===== config.mk =====
export PLATFORM = sky130hd
export DESIGN_NAME = id_ex_stage
export DESIGN_NICKNAME = d
export VERILOG_FILES = /design/src/rtl/id_ex_stage.sv
export SDC_FILE = /design/constraint.sdc
export NUM_CORES = 1
export LEC_CHECK = 0
export CELL_PAD_IN_SITES_DETAIL_PLACEMENT = 1
export CELL_PAD_IN_SITES_GLOBAL_PLACEMENT = 2
export CORE_MARGIN = 10
export CORE_UTILIZATION = 25
export DETAILED_ROUTE_END_ITERATION = 8
export HOLD_SLACK_MARGIN = 0.15
export PLACE_DENSITY = 0.78
export SLEW_MARGIN = 20
export SYNTH_ARGS = -nofsm -noshare
export SYNTH_HDL_FRONTEND = slang
export SYNTH_SLANG_ARGS = --single-unit

===== constraint.sdc =====
create_clock -name clk -period 2.3 [get_ports clk]
set_input_delay 0.23 -clock clk [delete_from_list [all_inputs] [get_ports clk]]
set_output_delay 0.23 -clock clk [all_outputs]
set_load 0.01 [all_outputs]

===== src/rtl/id_ex_stage.sv =====
`default_nettype none
// ============================================================================
// Module      : id_ex_stage
// Description : ID/EX pipeline register with EX-side operand forwarding,
//               load-use hazard detection and a saturating bubble counter.
// Revision    : 1.0
// ============================================================================
module id_ex_stage #(
    parameter int XLEN   = 32,
    parameter int REG_AW = 5,
    parameter int CNT_W  = 16
) (
    input  logic              clk,
    input  logic              rst_n,
    input  logic              id_valid,
    input  logic [REG_AW-1:0] id_rs1_addr,
    input  logic [REG_AW-1:0] id_rs2_addr,
    input  logic [REG_AW-1:0] id_rd_addr,
    input  logic [XLEN-1:0]   id_rs1_data,
    input  logic [XLEN-1:0]   id_rs2_data,
    input  logic [XLEN-1:0]   id_imm,
    input  logic              id_alu_src,
    input  logic [3:0]        id_alu_control,
    input  logic              id_reg_write,
    input  logic              id_mem_read,
    input  logic              id_mem_write,
    input  logic              flush,
    input  logic              ex_hold,
    input  logic [REG_AW-1:0] mem_rd_addr,
    input  logic              mem_reg_write,
    input  logic [XLEN-1:0]   mem_result,
    input  logic [REG_AW-1:0] wb_rd_addr,
    input  logic              wb_reg_write,
    input  logic [XLEN-1:0]   wb_result,
    output logic              id_stall,
    output logic              ex_valid,
    output logic [XLEN-1:0]   ex_a,
    output logic [XLEN-1:0]   ex_b,
    output logic [3:0]        ex_alu_control,
    output logic [XLEN-1:0]   ex_store_data,
    output logic [REG_AW-1:0] ex_rd_addr,
    output logic              ex_reg_write,
    output logic              ex_mem_read,
    output logic              ex_mem_write,
    output logic [CNT_W-1:0]  bubble_count
);

    localparam logic [REG_AW-1:0] C_X0      = '0;
    localparam logic [CNT_W-1:0]  C_CNT_MAX = '1;

    logic              r_valid;
    logic [REG_AW-1:0] r_rs1_addr;
    logic [REG_AW-1:0] r_rs2_addr;
    logic [REG_AW-1:0] r_rd_addr;
    logic [XLEN-1:0]   r_rs1_data;
    logic [XLEN-1:0]   r_rs2_data;
    logic [XLEN-1:0]   r_imm;
    logic              r_alu_src;
    logic [3:0]        r_alu_control;
    logic              r_reg_write;
    logic              r_mem_read;
    logic              r_mem_write;
    logic [CNT_W-1:0]  r_bubble_count;

    logic              w_load_use;
    logic              w_insert_bubble;
    logic              w_capture;
    logic [XLEN-1:0]   w_fwd_rs1;
    logic [XLEN-1:0]   w_fwd_rs2;

    // The load in EX cannot supply its data until MEM/WB, so a dependent
    // instruction in decode must wait one cycle.
    assign w_load_use = r_valid && r_mem_read && (r_rd_addr != C_X0) && id_valid &&
                        ((r_rd_addr == id_rs1_addr) || (r_rd_addr == id_rs2_addr));

    // Flush dominates hold; hold dominates the load-use bubble.
    assign w_insert_bubble = flush || (!ex_hold && w_load_use);
    assign w_capture       = !flush && !ex_hold && !w_load_use;
    assign id_stall        = ex_hold || (w_load_use && !flush);

    always_ff @(posedge clk or negedge rst_n) begin
        if (!rst_n) begin
            r_valid       <= 1'b0;
            r_rs1_addr    <= '0;
            r_rs2_addr    <= '0;
            r_rd_addr     <= '0;
            r_rs1_data    <= '0;
            r_rs2_data    <= '0;
            r_imm         <= '0;
            r_alu_src     <= 1'b0;
            r_alu_control <= 4'b0000;
            r_reg_write   <= 1'b0;
            r_mem_read    <= 1'b0;
            r_mem_write   <= 1'b0;
        end else if (w_insert_bubble) begin
            r_valid       <= 1'b0;
            r_rs1_addr    <= '0;
            r_rs2_addr    <= '0;
            r_rd_addr     <= '0;
            r_rs1_data    <= '0;
            r_rs2_data    <= '0;
            r_imm         <= '0;
            r_alu_src     <= 1'b0;
            r_alu_control <= 4'b0000;
            r_reg_write   <= 1'b0;
            r_mem_read    <= 1'b0;
            r_mem_write   <= 1'b0;
        end else if (w_capture) begin
            r_valid       <= id_valid;
            r_rs1_addr    <= id_rs1_addr;
            r_rs2_addr    <= id_rs2_addr;
            r_rd_addr     <= id_rd_addr;
            r_rs1_data    <= id_rs1_data;
            r_rs2_data    <= id_rs2_data;
            r_imm         <= id_imm;
            r_alu_src     <= id_alu_src;
            r_alu_control <= id_alu_control;
            r_reg_write   <= id_reg_write;
            r_mem_read    <= id_mem_read;
            r_mem_write   <= id_mem_write;
        end
    end

    always_ff @(posedge clk or negedge rst_n) begin
        if (!rst_n) begin
            r_bubble_count <= '0;
        end else if (w_insert_bubble && (r_bubble_count != C_CNT_MAX)) begin
            r_bubble_count <= r_bubble_count + {{(CNT_W-1){1'b0}}, 1'b1};
        end
    end

    // EX/MEM wins over MEM/WB because it holds the younger result; x0 is
    // hard-wired to zero and must never pick up a forwarded value.
    function automatic logic [XLEN-1:0] fwd_sel(
        input logic [REG_AW-1:0] rs,
        input logic [XLEN-1:0]   regval
    );
        logic [XLEN-1:0] v;
        v = regval;
        if (mem_reg_write && (mem_rd_addr != C_X0) && (mem_rd_addr == rs)) begin
            v = mem_result;
        end else if (wb_reg_write && (wb_rd_addr != C_X0) && (wb_rd_addr == rs)) begin
            v = wb_result;
        end
        return v;
    endfunction

    always_comb begin
        w_fwd_rs1 = fwd_sel(r_rs1_addr, r_rs1_data);
        w_fwd_rs2 = fwd_sel(r_rs2_addr, r_rs2_data);
    end

    assign ex_valid       = r_valid;
    assign ex_a           = w_fwd_rs1;
    assign ex_b           = r_alu_src ? r_imm : w_fwd_rs2;
    assign ex_store_data  = w_fwd_rs2;
    assign ex_alu_control = r_alu_control;
    assign ex_rd_addr     = r_rd_addr;
    assign ex_reg_write   = r_valid && r_reg_write;
    assign ex_mem_read    = r_valid && r_mem_read;
    assign ex_mem_write   = r_valid && r_mem_write;
    assign bubble_count   = r_bubble_count;

endmodule
`default_nettype wire


==> out/summary.txt <==
register area share after synthesis - 0.417
Setup violations, final - 96
drt first pass iters - 4
worst r2r src - ex_rd_addr[1]$_DFFE_PN0P_
Via density - 4.84
Slew HR - 0.519
Synth Register Bits - 136
DR iter-0 viols - 422
GRT Residual Overflow - 0
Core Util, Final - 0.458
IO Pins - 326
P_sw - 0.00237 W
period utilization - 1.27
clock sinks - 136
Post-Syn Instances - 908
Die H - 201 µm
# fillers - 3599
Worst Tran Pin Value - 0.722 ns
vias in the first global route - 9147
worst hold path type - in -> reg
Max Clock Skew - 0.0109 ns
die area - 40300 µm²
worst setup margin - -0.617 ns
CTS tree - yes
Syn Nets - 1109
upper clock frequency limit - 343 MHz
routed vias - 8610
maximum vdd ir drop - 503 µV
max_cap viols - 0
sequential power share - 0.355
CTS root buffer - clkbuf_16
R2R Path End - r_rs2_addr[4]$_DFFE_PN0P_
first-pass GRT wire length - 60800 µm
status - finished, violations left
Routed Antenna Nets - 0
Clock Latency Late Sink - 0.43 ns
startpoint class of the critical path - flip-flop
PortBufs - 325
DRC - 0
worst setup path startpoint - r_rs2_addr[1]$_DFFE_PN0P_
Detail Placement HPWL - 27600 µm
Hold Fails Final Rpt - 0
share of layout cells above drive strength 1 - 0.339
Rows - 66
PwrDens - 532 nW/µm²
Leak - 6.00 nW
gpl congestion - 0.876
Pint - 0.00552 W
Warnings, synthesis - 0
switching part of the total - 0.301
CORE AREA - 32400 µm²
H-tree lvl count - 4
Final min period - 2.92 ns
pin count of the biggest net entering global routing - 171
Data required, critical path - 2.07 ns
Gate power share - 0.268
unrepaired setup endpoints after global routing - true
crit path capture - ex_b[6]
Critical Path End Type - output port
clock network fraction of design power - 0.377
Crit Path Max Fanout - 8
Synth cell types - 36
R2R Setup Slk - 0.15 ns
Initial Utilization - 0.252
critical path type - reg -> out
violated checks - setup timing
Netlist Area Pre-Place - 8160 µm²
Layout area overhead - 81.8%
initial antenna violation count - 7
All-Layer GR Usage - 0.196
wire length per cell - 23.9 µm
final wirelength - 42500 µm
CTS buffer count - 17
Final Max Tran Viols - 0
clk slew on worst S/H paths - 0.06 ns
Synth Area per Inst - 8.98 µm²
Die X - 201 µm
Place WS - -1.25 ns
r2r worst-path depth - 7
crit path DAT - 2.69 ns
Final Net Count - 1517
CTS Buffer Depth - 2
flip-flops by register name, summed over array words and instances, names as in the netlist, 4 cells and up:
signal	flops
r_rs2_addr	5
ex_rd_addr	5
r_rs1_addr	5
r_imm	32
ex_alu_control	4
r_rs1_data	32
bubble_count	16
r_rs2_data	32
metrics by stage:
stage / area [µm²] / hold slack (ns) / power (W) / TNS [ns] / std cells
2_1_floorplan: 8160 / -0.0656 / 0.00349 / 0 / 908
5_1_grt: 14800 / 0.244 / 0.00826 / -46.91 / 1774
3_5_place_dp: 12400 / 0.175 / 0.00474 / -107.46 / 1679
4_1_cts: 13900 / 0.234 / 0.00784 / -48.25 / 1754
6_report: 14800 / 0.249 / 0.00789 / -37.14 / 1779
3_3_place_gp: 12400 / 0.178 / 0.00471 / -101.97 / 1679
worst max-delay path, stage by stage, from the launching register on:
cell             delay, ns
dfrtp_1               0.41
buf_4                 0.15
xor2_1                0.13
or4_4                 0.56
buf_4                 0.18
buf_12                0.15
nor2_2                0.12
a21oi_2               0.05
mux2_2                0.28
clkdlybuf4s15_2       0.23
worst min path at each step:
stage,endpoint,cells after the start,startpoint
6_report,r_rs1_addr[1]$_DFFE_PN0P_,2,flush
5_1_grt,r_rs1_data[16]$_DFFE_PN0P_,2,flush
4_1_cts,r_rs2_data[20]$_DFFE_PN0P_,2,flush
3_5_place_dp,ex_alu_control[0]$_DFFE_PN0P_,1,rst_n
3_3_place_gp,ex_alu_control[0]$_DFFE_PN0P_,1,rst_n
2_1_floorplan,bubble_count[0]$_DFFE_PN0P_,0,rst_n
repair_timing:
action,CTS,global route
cloned,11,7
endpoints found under the hold margin,97,0
gates resized for setup,555,205
hold buffers,2,0
endpoints found under the setup margin,100,172
buffers inserted,32,16
pin swaps,11,31
layout make-up:
class | count | area (µm²) | area share
antenna | 8 | 20.0 | 0.00135
tap | 442 | 553 | 0.0373
clock inverter | 14 | 174 | 0.0117
sequential | 136 | 3400 | 0.230
clock buffer | 18 | 439 | 0.0296
multi-input combinational | 693 | 5280 | 0.356
timing repair buffer | 468 | 4960 | 0.334
synthesized netlist by cell type:
cell type / instances / area, µm²
a21oi_1: 142 / 711
a21oi_2: 11 / 96.3
and2_1: 3 / 18.8
and3_1: 1 / 6.26
and4_1: 1 / 8.76
buf_1: 1 / 3.75
buf_2: 7 / 35.0
buf_4: 17 / 128
buf_6: 3 / 33.8
clkbuf_1: 51 / 191
dfrtp_1: 136 / 3400
ha_1: 1 / 12.5
mux2_2: 34 / 383
mux2i_1: 64 / 641
nand2_1: 160 / 601
nand2b_1: 2 / 12.5
nand3_1: 12 / 60.1
nand3b_1: 120 / 901
nand4_1: 3 / 18.8
nor2_1: 36 / 135
nor3_1: 9 / 45.0
nor3b_1: 1 / 7.51
nor4_1: 3 / 18.8
nor4_2: 2 / 25.0
nor4_4: 1 / 21.3
nor4b_1: 2 / 17.5
o211ai_1: 1 / 7.51
o21ai_0: 32 / 160
o21ai_1: 1 / 5.00
o21ai_4: 1 / 16.3
o21bai_1: 1 / 7.51
o22ai_1: 1 / 6.26
or4_1: 3 / 22.5
or4_4: 1 / 11.3
xnor2_1: 22 / 193
xor2_1: 22 / 193
power groups by stage:
stage	Combinational (W)	Clock [W]	Sequential (W)
finish	0.00211	0.00297	0.00280
global route	0.00227	0.00316	0.00284
CTS	0.00199	0.00305	0.00279
detailed placement	0.00191	0	0.00283
global placement	0.00188	0	0.00283
floorplan	0.000676	0	0.00282
metal layers:
layer  GRT usage  routed length (µm)
met5           0                   0
met1       0.246               18400
met2       0.317               20600
met4      0.0557                 810
met3      0.0592                2660
placed cells by master, fill, tap and decap left out, drive strengths merged, types with 5 or more instances in the layout:
cell type      count
clkdlybuf4s15      8
mux2              34
nor2              36
nor3               9
dfrtp            136
nand2            160
a21oi            153
o21ai             34
nand3b           120
xor2              22
clkbuf            26
diode              8
nand3             12
clkdlybuf4s50    217
xnor2             22
nor4               6
mux2i             64
dlygate4sd2       15
buf              218
clkinv             5
logic make-up (layout without fill, tap and decap cells):
family          after synthesis  in the layout  share of synthesized area
fa+ha+maj                     1              1                    0.00153
flops                       136            136                      0.417
simple gates                360            360                      0.237
other cells                   0              8                          0
compound gates              190            190                      0.124
xor+xnor                     44             44                     0.0472
buf+inv                      79            500                     0.0480
mux                          98             98                      0.125
No activity file was read; power rests on OpenSTA's default activity.
